==> src/rtl/cpu_pkg.sv <==
// Shared CPU front-end types: fetch FSM states, redirect sources and fixed vectors.
package cpu_pkg;

   typedef enum logic [1:0] {
      IDLE  = 2'd0,
      FETCH = 2'd1,
      HOLD  = 2'd2
   } fetch_state_e;

   // Numeric value doubles as redirect priority: a larger value wins.
   typedef enum logic [2:0] {
      RS_NONE = 3'd0,
      RS_BR   = 3'd1,
      RS_JUMP = 3'd2,
      RS_ERET = 3'd3,
      RS_EXC  = 3'd4
   } redir_src_e;

   localparam logic [31:0] RESET_PC = 32'h0000_3000;
   localparam logic [31:0] EXC_VEC  = 32'h0000_4180;

   // A newer redirect replaces a pending one unless it ranks lower.
   function automatic logic src_overrides(input logic [2:0] new_src, input logic [2:0] old_src);
      return (new_src >= old_src);
   endfunction

endpackage

==> src/rtl/fetch_seq_ctrl_redirect_sel.sv <==
// Priority mux over the redirect sources; misaligned targets are diverted to the exception vector.
module redirect_sel
   import cpu_pkg::*;
#(
   parameter logic [31:0] EXC_VEC = cpu_pkg::EXC_VEC
) (
   input  logic        exc_req,
   input  logic        eret,
   input  logic [31:0] epc,
   input  logic        jump,
   input  logic [31:0] jump_target,
   input  logic        br_taken,
   input  logic [31:0] br_target,
   output logic [31:0] target,
   output logic [2:0]  src,
   output logic        redirect_now,
   output logic        misaligned
);

   logic [31:0] raw_target_s;
   redir_src_e  raw_src_s;

   // Fixed priority: exception, eret, jump, branch.
   always_comb begin
      raw_target_s = 32'h0000_0000;
      raw_src_s    = RS_NONE;
      if (exc_req) begin
         raw_target_s = EXC_VEC;
         raw_src_s    = RS_EXC;
      end else if (eret) begin
         raw_target_s = epc;
         raw_src_s    = RS_ERET;
      end else if (jump) begin
         raw_target_s = jump_target;
         raw_src_s    = RS_JUMP;
      end else if (br_taken) begin
         raw_target_s = br_target;
         raw_src_s    = RS_BR;
      end else begin
         raw_target_s = 32'h0000_0000;
         raw_src_s    = RS_NONE;
      end
   end

   // A misaligned target turns into an exception entry and ranks as one.
   always_comb begin
      redirect_now = (raw_src_s != RS_NONE);
      misaligned   = redirect_now && (raw_target_s[1:0] != 2'b00);
      if (misaligned) begin
         target = EXC_VEC;
         src    = RS_EXC;
      end else begin
         target = raw_target_s;
         src    = raw_src_s;
      end
   end

endmodule

==> src/rtl/fetch_seq_ctrl.sv <==
// Fetch sequencer: chooses the next PC, drives the PC load enable and the IMEM req/ack handshake.
module fetch_seq_ctrl
   import cpu_pkg::*;
#(
   parameter logic [31:0] RESET_PC = cpu_pkg::RESET_PC,
   parameter logic [31:0] EXC_VEC  = cpu_pkg::EXC_VEC,
   parameter int          MAX_WAIT = 16
) (
   input  logic        clk,
   input  logic        reset,
   input  logic [31:0] pc,
   output logic [31:0] npc,
   output logic        pc_en,
   output logic        imem_req,
   input  logic        imem_ack,
   input  logic        stall_in,
   input  logic        br_taken,
   input  logic [31:0] br_target,
   input  logic        jump,
   input  logic [31:0] jump_target,
   input  logic        eret,
   input  logic [31:0] epc,
   input  logic        exc_req,
   output logic        if_valid,
   output logic        fetch_err,
   output logic        addr_err
);

   localparam int                WAIT_W    = $clog2(MAX_WAIT);
   localparam logic [WAIT_W-1:0] WAIT_LAST = WAIT_W'(MAX_WAIT - 1);

   fetch_state_e      state_r;
   fetch_state_e      next_state_s;
   logic              pend_valid_r;
   logic [31:0]       pend_target_r;
   logic [2:0]        pend_src_r;
   logic [WAIT_W-1:0] wait_cnt_r;

   logic              pend_valid_nx_s;
   logic [31:0]       pend_target_nx_s;
   logic [2:0]        pend_src_nx_s;
   logic [WAIT_W-1:0] wait_cnt_nx_s;

   logic [31:0]       target_s;
   logic [2:0]        src_s;
   logic              redirect_now_s;
   logic              misaligned_s;

   logic [31:0]       pc_seq_s;
   logic              timeout_s;
   logic              take_new_s;
   logic              steer_s;
   logic [31:0]       merged_target_s;
   logic [2:0]        merged_src_s;

   redirect_sel #(
      .EXC_VEC(EXC_VEC)
   ) u_redirect_sel (
      .exc_req     (exc_req),
      .eret        (eret),
      .epc         (epc),
      .jump        (jump),
      .jump_target (jump_target),
      .br_taken    (br_taken),
      .br_target   (br_target),
      .target      (target_s),
      .src         (src_s),
      .redirect_now(redirect_now_s),
      .misaligned  (misaligned_s)
   );

   assign pc_seq_s  = pc + 32'd4;
   assign timeout_s = (state_r == FETCH) && !imem_ack && (wait_cnt_r == WAIT_LAST);
   // Merge a fresh redirect with one already waiting for the outstanding request.
   assign take_new_s      = redirect_now_s && (!pend_valid_r || src_overrides(src_s, pend_src_r));
   assign merged_target_s = take_new_s ? target_s : pend_target_r;
   assign merged_src_s    = take_new_s ? src_s : pend_src_r;
   assign steer_s         = redirect_now_s || pend_valid_r;

   // State register.
   always_ff @(posedge clk or negedge reset) begin
      if (!reset) begin
         state_r <= IDLE;
      end else begin
         state_r <= next_state_s;
      end
   end

   // Next-state logic.
   always_comb begin
      next_state_s = state_r;
      case (state_r)
         IDLE: begin
            next_state_s = FETCH;
         end
         FETCH: begin
            if (!timeout_s && imem_ack && !steer_s && stall_in) begin
               next_state_s = HOLD;
            end else begin
               next_state_s = FETCH;
            end
         end
         HOLD: begin
            if (redirect_now_s || !stall_in) begin
               next_state_s = FETCH;
            end else begin
               next_state_s = HOLD;
            end
         end
         default: begin
            next_state_s = IDLE;
         end
      endcase
   end

   // Output decode; IDLE keeps everything quiet with npc following pc.
   always_comb begin
      npc       = pc;
      pc_en     = 1'b0;
      imem_req  = 1'b0;
      if_valid  = 1'b0;
      fetch_err = 1'b0;
      addr_err  = 1'b0;
      case (state_r)
         IDLE: begin
            pc_en = 1'b0;
         end
         FETCH: begin
            if (timeout_s) begin
               fetch_err = 1'b1;
               pc_en     = 1'b1;
               npc       = EXC_VEC;
            end else begin
               imem_req = 1'b1;
               addr_err = redirect_now_s && misaligned_s;
               if (imem_ack && steer_s) begin
                  pc_en = 1'b1;
                  npc   = merged_target_s;
               end else if (imem_ack && !stall_in) begin
                  if_valid = 1'b1;
                  pc_en    = 1'b1;
                  npc      = pc_seq_s;
               end else if (imem_ack) begin
                  if_valid = 1'b1;
               end else begin
                  pc_en = 1'b0;
               end
            end
         end
         HOLD: begin
            if (redirect_now_s) begin
               pc_en    = 1'b1;
               npc      = target_s;
               addr_err = misaligned_s;
            end else if (!stall_in) begin
               if_valid = 1'b1;
               pc_en    = 1'b1;
               npc      = pc_seq_s;
            end else begin
               if_valid = 1'b1;
            end
         end
         default: begin
            pc_en = 1'b0;
         end
      endcase
   end

   // Pending-redirect and ack-timeout bookkeeping; only FETCH keeps anything alive.
   always_comb begin
      pend_valid_nx_s  = pend_valid_r;
      pend_target_nx_s = pend_target_r;
      pend_src_nx_s    = pend_src_r;
      wait_cnt_nx_s    = {WAIT_W{1'b0}};
      if (state_r != FETCH) begin
         pend_valid_nx_s = 1'b0;
      end else if (timeout_s || imem_ack) begin
         pend_valid_nx_s = 1'b0;
      end else if (redirect_now_s) begin
         pend_valid_nx_s  = 1'b1;
         pend_target_nx_s = merged_target_s;
         pend_src_nx_s    = merged_src_s;
      end else begin
         wait_cnt_nx_s = wait_cnt_r + WAIT_W'(1'b1);
      end
   end

   // Pending-redirect and wait counter registers.
   always_ff @(posedge clk or negedge reset) begin
      if (!reset) begin
         pend_valid_r  <= 1'b0;
         pend_target_r <= RESET_PC;
         pend_src_r    <= RS_NONE;
         wait_cnt_r    <= {WAIT_W{1'b0}};
      end else begin
         pend_valid_r  <= pend_valid_nx_s;
         pend_target_r <= pend_target_nx_s;
         pend_src_r    <= pend_src_nx_s;
         wait_cnt_r    <= wait_cnt_nx_s;
      end
   end

endmodule
==> config.mk <==
export PLATFORM = sky130hd
export DESIGN_NAME = fetch_seq_ctrl
export DESIGN_NICKNAME = d
export VERILOG_FILES = /design/src/rtl/cpu_pkg.sv /design/src/rtl/fetch_seq_ctrl_redirect_sel.sv /design/src/rtl/fetch_seq_ctrl.sv
export SDC_FILE = /design/constraint.sdc
export NUM_CORES = 1
export LEC_CHECK = 0
export BUFFER_PORTS_ARGS = -buffer_cell sky130_fd_sc_hd__buf_2
export CAP_MARGIN = 20
export CORE_ASPECT_RATIO = 1.4
export CORE_UTILIZATION = 45
export CTS_BUF_LIST = sky130_fd_sc_hd__clkbuf_8 sky130_fd_sc_hd__clkbuf_16
export DETAILED_ROUTE_END_ITERATION = 6
export PLACE_DENSITY = 0.71
export SLEW_MARGIN = 20
export SYNTH_ARGS = -nofsm -noshare
export SYNTH_HDL_FRONTEND = slang
export SYNTH_HIERARCHICAL = 1
export SYNTH_SLANG_ARGS = --single-unit
==> constraint.sdc <==
create_clock -name clk -period 8.5 [get_ports clk]
set_input_delay 0.425 -clock clk [delete_from_list [all_inputs] [get_ports clk]]
set_output_delay 0.425 -clock clk [all_outputs]
set_load 0.01 [all_outputs]
==> results.cfg, run 1 <==
[route]
final_antenna_net_count = 0
wire_per_inst_um = 19.8
vias_per_cell = 6.38
drc = 0
vias = 6901
drt_wl_total_um = 21400
drt_iter0_drc = 721
dr.pass1.iters = 6

[timing]
slew_headroom = 0.266
skew_ns = 0.00528
rsz0062_at_grt = false
tightest_slew_ns = 1.07
period_share = 0.591
period_needed_ns = 5.02
final-hold-violation-count = 0
drv_slew = 0
fin_setup_tns_ns = 0
setup_viol_count_final = 0
max_freq_mhz = 199

[clock_tree]
cts_resized = 0
cts_tree = built
clk_latency_ns = 0.29
ctsRootBufferMaster = clkbuf_16
cts.sinks = 42
h-tree-depth = 2
clockBufferDepth = 2
clk_pin_slew_ns = 0.06
hold_buffers = 0
cts_buffers = 5
post_cts_buffers = 0

[critical_path]
cpMaxStageDelayCell = nand2_1
critPathCaptureType = output port
slowest_delay_ns = 0.77
startpoint_type = input pin
worstPathCellList = buf_2, buf_4, a21oi_4, a31oi_4, a21oi_1, inv_1, ha_1, nor2b_1, o2111ai_2, buf_4, nand2_1, mux2_2, a222oi_1, o221ai_1, buf_2
critPathRequiredTime_ns = 8.08
crit_type = input pin to output port
cp_max_fo = 43
cp.arrival_ns = 4.60

[synthesis]
synth_top_area_share = 0.167
seq_area_frac_synth = 0.176
synth.top_cells.by_area = dfrtp_1, mux2_2, a2111oi_2, o21ai_0, a21oi_1
yosysTopAreaCell = dfrtp_1
ys_types = 81
ys.flop_type = dfrtp_1
syn_inst = 784
ys_seq_elements = 42
synth_edf_count = 0
async_reset_ff_frac = 1.00
syn_area_per_cell_um2 = 7.64
synth_warnings = 6
synthesis.area_um2 = 5990
synth.most_common_cell = nand2_1
synthTopCellsByCount = nand2_1, o21ai_0, a21oi_1, inv_1, nor2_1

[global_routing]
grt_pass1_wl_um = 33700
grt_use_total = 0.307
grt_max_degree = 65
grt_pass1_vias = 6493
antenna_found_initial = 0
overflow = 0

[pwr]
comb_power_share = 0.573
internal-power_mw = 0.660
p_leak_nw = 2.97
powerDensity_nw_per_um2 = 169
sequentialPowerShare = 0.243
power_switching_mw = 0.518
ir_worst_vdd_uv = 129
pwr-share-clk = 0.184
p_sw_frac = 0.440

[placement]
gp_congestion = 0.924
hpwl_um = 15700
dpl_cell_area_um2 = 6810
io_buffers = 172

[layout]
drive_above_1_share = 0.303
antenna-diode-count = 0
fin_nets = 1047
area_growth_pct = 16.5
final_area_um2 = 6980
final_util = 0.540

[floorplan]
core_area_um2 = 12900
ios = 173
initial_core_util = 0.463
die_height_um = 139
die_area_um2 = 13800
dieWidth_um = 99.5
num_rows = 49

[worst_hold_path]
hold_class = input pin to async pin

[outcome]
outcome = completed

[job]
max_cap_viol_count = 0
==> final timing paths <==
| path | end | cells after the start | slack (ns) | startpoint |
|---|---|---|---|---|
| setup / recovery | npc[10] | 15 | 3.48 | eret |
| hold / removal | state_r[0]$_DFF_PN0_ | 1 | 0.28 | reset |
| setup reg to reg | pend_target_r[14]$_DFFE_PN0P_ | 6 | 5.98 | pend_src_r[0]$_DFFE_PN0P_ |
| hold reg to reg | wait_cnt_r[0]$_DFF_PN0_ | 1 | 0.46 | wait_cnt_r[0]$_DFF_PN0_ |
| max in group asynchronous | pend_target_r[9]$_DFFE_PN0P_ | 1 | 7.62 | reset |
| min in group clk | wait_cnt_r[0]$_DFF_PN0_ | 1 | 0.46 | wait_cnt_r[0]$_DFF_PN0_ |
==> critical path: cells and delay by family <==
kind	cells	cell delay (ns)
mux	1	0.42
buf+inv	5	1.54
simple gates	2	0.96
compound gates	6	0.99
fa+ha+maj	1	0.22
==> power by group through the flow <==
stage	sequential, mW	combinational [mW]	clock [mW]
final	0.286	0.675	0.217
after floorplan	0.270	0.451	0
after CTS	0.283	0.661	0.221
after global routing	0.290	0.725	0.229
after global placement	0.286	0.655	0
after detailed placement	0.286	0.658	0
==> sequential cells by signal, summed over array words and instances (netlist names) <==
signal / cells
state_r: 2
wait_cnt_r: 4
pend_valid_r: 1
pend_src_r: 3
pend_target_r: 32
==> cells by family (layout without fill, tap and decap cells) <==
logic type | Yosys count | in the layout | share of synthesized area
AO/OA/AOI/OAI | 290 | 290 | 0.372
XOR/XNOR | 18 | 18 | 0.0263
adder cells (fa/ha/maj) | 9 | 9 | 0.0188
buffers and inverters | 130 | 248 | 0.0983
flip-flops | 42 | 42 | 0.176
multiplexers | 46 | 46 | 0.0846
other | 1 | 2 | 0.000626
AND/OR/NAND/NOR | 248 | 248 | 0.223
==> stage by stage <==
| stage | hold WS [ns] | power, mW | setup slack, ns | instances |
|---|---|---|---|---|
| after CTS | 0.318 | 1.17 | 3.50 | 1081 |
| after global routing | 0.357 | 1.24 | 3.24 | 1081 |
| after detailed placement | 0.457 | 0.945 | 3.52 | 1073 |
| final | 0.281 | 1.18 | 3.48 | 1081 |
| after global placement | 0.456 | 0.941 | 3.60 | 1073 |
| after floorplan | 0.129 | 0.721 | 5.07 | 785 |
==> final cells by class <==
type,instances,area (µm²)
multi-input cells,613,4370
inverters,54,203
clock inverters,3,41.3
flip-flops and latches,42,1050
repair buffers,186,966
well taps,178,223
clock buffers,5,125
fillers,1288,5950
==> layout by cell type, fill, tap and decap left out, types with 6 or more instances in the layout <==
cell type	instances
a2111oi_2	21
a211o_1	12
a211oi_1	13
a21oi_1	58
a221oi_1	33
a31oi_1	16
and3_1	8
and4_1	9
buf_2	172
buf_4	14
dfrtp_1	40
ha_1	9
inv_1	55
mux2_2	37
mux2i_1	9
nand2_1	63
nand2b_1	12
nand3_1	26
nand4_1	18
nor2_1	51
nor2b_1	6
nor3_1	12
nor4_1	7
o21a_1	6
o21ai_0	59
o221ai_1	8
o22ai_1	7
xnor2_1	8
xor2_1	10
==> per-layer routing <==
layer,share of wire,wire [µm],track usage,up-vias
met4,0.037,791,0.141,0
li1,-,-,-,3222
met1,0.40,8490,0.400,3128
met3,0.11,2380,0.0600,73
met2,0.45,9720,0.487,478
met5,0,0,0,-
Note: power is estimated with default switching activity, not from simulation.
==> run 2: changes to the inputs <==
--- a/config.mk
+++ b/config.mk
@@ -11,7 +11,7 @@
 export CORE_UTILIZATION = 45
 export CTS_BUF_LIST = sky130_fd_sc_hd__clkbuf_8 sky130_fd_sc_hd__clkbuf_16
 export DETAILED_ROUTE_END_ITERATION = 6
-export PLACE_DENSITY = 0.71
+export PLACE_DENSITY = 0.74
 export SLEW_MARGIN = 20
 export SYNTH_ARGS = -nofsm -noshare
 export SYNTH_HDL_FRONTEND = slang
==> constraint.sdc (replaced) <==
create_clock -name clk -period 4.47 [get_ports clk]
set_input_delay 0.2235 -clock clk [delete_from_list [all_inputs] [get_ports clk]]
set_output_delay 0.2235 -clock clk [all_outputs]
set_load 0.01 [all_outputs]
==> run 2 against run 1 <==
Worst hold slack worse by 0.18 ns. Core utilization up 0.31 points. First-iteration DRC count rose by 1.4%. Die area stayed put. Sequential cell count unchanged. Clock power is 74% higher. Largest cell class unchanged. Cell count up 0.74%. Sequential share of layout area down 0.086 points. Critical endpoint unchanged. Wire length is 0.28% higher.
==> results.cfg, run 2 (synthesis gave the netlist of run 1 again) <==
[global_routing]
grt_pass1_vias = 6175
overflow = 0
grt_max_degree = 43
antenna_found_initial = 0
grt_use_total = 0.304
grt_pass1_wl_um = 33100

[timing]
drv_slew = 0
max_freq_mhz = 271
setup_slack_ns = 0.777
setup_viol_count_final = 0
slew_headroom = 0.318
fin_setup_tns_ns = 0
skew_ns = 0.00775
whs_ns = 0.0980
period_needed_ns = 3.69
tightest_slew_ns = 0.998
final-hold-violation-count = 0
period_share = 0.826
rsz0062_at_grt = false

[clock_tree]
ctsRootBufferMaster = clkbuf_16
clk_pin_slew_ns = 0.07
cts_buffers = 5
clk_latency_ns = 0.29
clockBufferDepth = 2
cts.sinks = 42
h-tree-depth = 2
post_cts_buffers = 0
cts_resized = 0
cts_tree = built
hold_buffers = 0

[floorplan]
die_area_um2 = 13800
num_rows = 49
initial_core_util = 0.463
core_area_um2 = 12900
dieWidth_um = 99.5
die_height_um = 139
ios = 173

[critical_path]
critPathRequiredTime_ns = 4.25
critPathBufInv = 3
slowest_delay_ns = 0.49
cp_max_fo = 36
cpMaxStageDelayCell = buf_2
cp_top_family = compound AO/OA/AOI/OAI gates
cpMostUsedCell = buf_2
startpoint_type = input pin
cp.arrival_ns = 3.47
worstPathCellList = buf_2, nand3b_1, a31oi_4, a21oi_1, inv_1, ha_1, nor2b_1, o2111ai_2, nand2_1, mux2_2, a222oi_1, o221ai_1, buf_2
critPathCaptureType = output port
crit_type = input pin to output port

[layout]
antenna-diode-count = 0
multi_input_area_um2 = 4370
reg_top3 = pend_target_r: 32 flops, wait_cnt_r: 4 flops, pend_src_r: 3 flops
regMostFlops = pend_target_r
fillCellCount = 1256
layoutNonFillerInstCount = 1089
final_common_cell = buf_2
mostFrequentLayoutCells = buf_2, nand2_1, o21ai_0
drive_above_1_share = 0.311
largest_reg_flops = 32
ff_latch_area_um2 = 1050
area_growth_pct = 17.2
final_util = 0.543
fin_nets = 1055

[route]
drt_wl_total_um = 21400
drc = 0
vias = 6976
dr.pass1.iters = 7
final_antenna_net_count = 0
drt_iter0_drc = 731
vias_per_cell = 6.41
wire_per_inst_um = 19.7

[pwr]
ir_worst_vdd_uv = 206
p_leak_nw = 3.00
powerDensity_nw_per_um2 = 316

[placement]
dp_cells = 1081
gp_congestion = 0.905
dp_slack_ns = 0.790
io_buffers = 172
hpwl_um = 15800

[worst_hold_path]
hold_class = input pin to async pin

[job]
max_cap_viol_count = 0

[outcome]
outcome = completed
-- run 2: through the flow --
| stage | power [mW] | cell area, µm² |
|---|---|---|
| after detailed placement | 1.81 | 6870 |
| after floorplan | 1.37 | 6000 |
| after global placement | 1.79 | 6870 |
| after global routing | 2.34 | 7020 |
| after CTS | 2.19 | 7020 |
| final | 2.22 | 7020 |
-- run 2: routing by layer --
metal,part of all wire,GRT usage,up-vias
met5,0,0,-
met4,0.038,0.139,0
met3,0.11,0.0484,67
met2,0.45,0.473,494
met1,0.40,0.412,3171
li1,-,-,3244
-- run 2: layout make-up --
| cell class | instances | area share |
|---|---|---|
| Inverter | 54 | 0.0289 |
| Multi-Input combinational cell | 613 | 0.622 |
| Timing Repair Buffer | 194 | 0.146 |
| Clock buffer | 6 | 0.0198 |
| Clock inverter | 2 | 0.00178 |
| Tap cell | 178 | 0.0317 |
| Sequential cell | 42 | 0.150 |
-- run 2: worst paths after layout --
kind | end | from | slack [ns] | cells past startpoint
max reg2reg | pend_target_r[11]$_DFFE_PN0P_ | pend_src_r[0]$_DFFE_PN0P_ | 1.79 | 6
min reg2reg | wait_cnt_r[0]$_DFF_PN0_ | wait_cnt_r[0]$_DFF_PN0_ | 0.48 | 1
min in group clk | pend_target_r[30]$_DFFE_PN0P_ | epc[30] | 0.42 | 5
max | npc[10] | jump | 0.78 | 13
min | pend_target_r[27]$_DFFE_PN0P_ | reset | 0.1 | 1
max in group asynchronous | pend_target_r[5]$_DFFE_PN0P_ | reset | 3.75 | 1
-- run 2: power breakdown --
group	switching [mW]	internal (mW)	total, mW
registers	0.0637	0.474	0.538
clock network	0.156	0.221	0.377
logic	0.767	0.534	1.30
==> run 3: changes to the inputs <==
==> constraint.sdc (replaced) <==
create_clock -name clk -period 3.2 [get_ports clk]
set_input_delay 0.16 -clock clk [delete_from_list [all_inputs] [get_ports clk]]
set_output_delay 0.16 -clock clk [all_outputs]
set_load 0.01 [all_outputs]
==> run 3 against run 2 <==
Sequential power grew 39%. Critical path depth is the same. Via count grew 0.87%. Cell count grew 1.7%. Sequential cell count is the same. Clock skew grew 0.0027 ns. Worst hold slack lost 0.077 ns. Global-route usage grew 0.63 points. Non-clock buffer count grew 19. Clock power grew 36%. First-iteration DRC count shrank 0.55%. Critical path type unchanged. Largest power group unchanged. Highest routed layer unchanged.
==> results.cfg, run 3 (synthesis gave the netlist of run 1 again) <==
[clock_tree]
cts_resized = 0
hold_buffers = 0
clk_pin_slew_ns = 0.07
cts_tree = built
ctsRootBufferMaster = clkbuf_16
post_cts_buffers = 0
cts_buffers = 5
clockBufferDepth = 2
cts.sinks = 42
clk_latency_ns = 0.30
h-tree-depth = 2

[layout]
mostFrequentLayoutCells = buf_2, nand2_1, o21ai_0
fin_nets = 1074
final_common_cell = buf_2
largest_reg_flops = 32
antenna-diode-count = 0
regMostFlops = pend_target_r
layoutNonFillerInstCount = 1108
fillCellCount = 1228
reg_top3 = pend_target_r: 32 flops, wait_cnt_r: 4 flops, pend_src_r: 3 flops
area_growth_pct = 20.1
drive_above_1_share = 0.325

[placement]
dp_cells = 1100
io_buffers = 172
hpwl_um = 16200
gp_congestion = 0.932
dp_slack_ns = 0.177

[timing]
setup_slack_ns = 0.146
whs_ns = 0.0207
final-hold-violation-count = 0
setup_viol_count_final = 0
max_freq_mhz = 327
tightest_slew_ns = 0.982
skew_ns = 0.0105
period_share = 0.954
fin_setup_tns_ns = 0
slew_headroom = 0.345
drv_slew = 0
period_needed_ns = 3.05

[route]
final_antenna_net_count = 0
vias_per_cell = 6.35
vias = 7037
drc = 0
drt_wl_total_um = 21500
dr.pass1.iters = 7
wire_per_inst_um = 19.4
drt_iter0_drc = 727

[pwr]
powerDensity_nw_per_um2 = 433
power_mw = 3.12
p_leak_nw = 3.10
ir_worst_vdd_uv = 226

[critical_path]
startpoint_type = input pin
worstPathCellList = buf_2, nor3b_4, a31oi_4, a21oi_1, inv_1, ha_1, nor2b_1, o2111ai_2, nand2_1, mux2_2, a222oi_1, o221ai_1, buf_2
cp.arrival_ns = 2.89
critPathCaptureType = output port
cpMaxStageDelayCell = mux2_2
slowest_delay_ns = 0.39
cpMostUsedCell = buf_2
crit_type = input pin to output port
cp_max_fo = 9
critPathRequiredTime_ns = 3.04

[floorplan]
die_area_um2 = 13800
ios = 173
initial_core_util = 0.463
num_rows = 49
dieWidth_um = 99.5
die_height_um = 139
core_area_um2 = 12900

[global_routing]
antenna_found_initial = 0
grt_max_degree = 49
grt_pass1_wl_um = 34300
overflow = 0
grt_pass1_vias = 6396
grt_use_total = 0.310

[job]
max_cap_viol_count = 0

[outcome]
outcome = completed

[worst_hold_path]
hold_class = input pin to async pin
==> run 3: path summary, 6_finish.rpt <==
path	startpoint	end	slack (ns)	depth (start not counted)
min in group clk	epc[23]	pend_target_r[23]$_DFFE_PN0P_	0.31	5
max in group asynchronous	reset	pend_target_r[2]$_DFFE_PN0P_	2.56	1
max	eret	npc[10]	0.15	13
min	reset	pend_target_r[31]$_DFFE_PN0P_	0.02	1
min reg2reg	wait_cnt_r[0]$_DFF_PN0_	wait_cnt_r[0]$_DFF_PN0_	0.47	1
max reg2reg	pend_src_r[0]$_DFFE_PN0P_	pend_target_r[16]$_DFFE_PN0P_	0.98	6
==> run 3: worst max-delay path: cells and delay by family <==
family	cells	cell delay [ns]
buffers and inverters	3	0.50
multiplexers	1	0.39
adder cells (fa/ha/maj)	1	0.27
AND/OR/NAND/NOR	3	0.66
AO/OA/AOI/OAI	5	0.91
==> run 3: final cells by class <==
| class | instances | area [µm²] | area share |
|---|---|---|---|
| clock buffers | 5 | 125 | 0.0174 |
| repair buffers | 213 | 1200 | 0.167 |
| inverters | 54 | 203 | 0.0282 |
| clock inverters | 3 | 21.3 | 0.00295 |
| flip-flops and latches | 42 | 1050 | 0.146 |
| well taps | 178 | 223 | 0.0309 |
| multi-input cells | 613 | 4370 | 0.607 |
==> run 3: power by group <==
part	internal (mW)	total, mW	switching [mW]
clock	0.289	0.512	0.223
combinational	0.786	1.86	1.07
sequential	0.662	0.748	0.0859
==> run 3: metal layers <==
layer | GRT usage | up-vias | wire [µm]
met4 | 0.133 | 0 | 943
li1 | - | 3282 | -
met2 | 0.488 | 481 | 9710
met3 | 0.0514 | 79 | 2260
met1 | 0.418 | 3195 | 8540
met5 | 0 | - | 0
==> run 3: metrics by stage <==
stage | area (µm²) | util
floorplan | 6000 | -
global placement | 7040 | 0.544
detailed placement | 7040 | 0.544
CTS | 7180 | 0.555
global route | 7200 | 0.556
finish | 7200 | 0.556
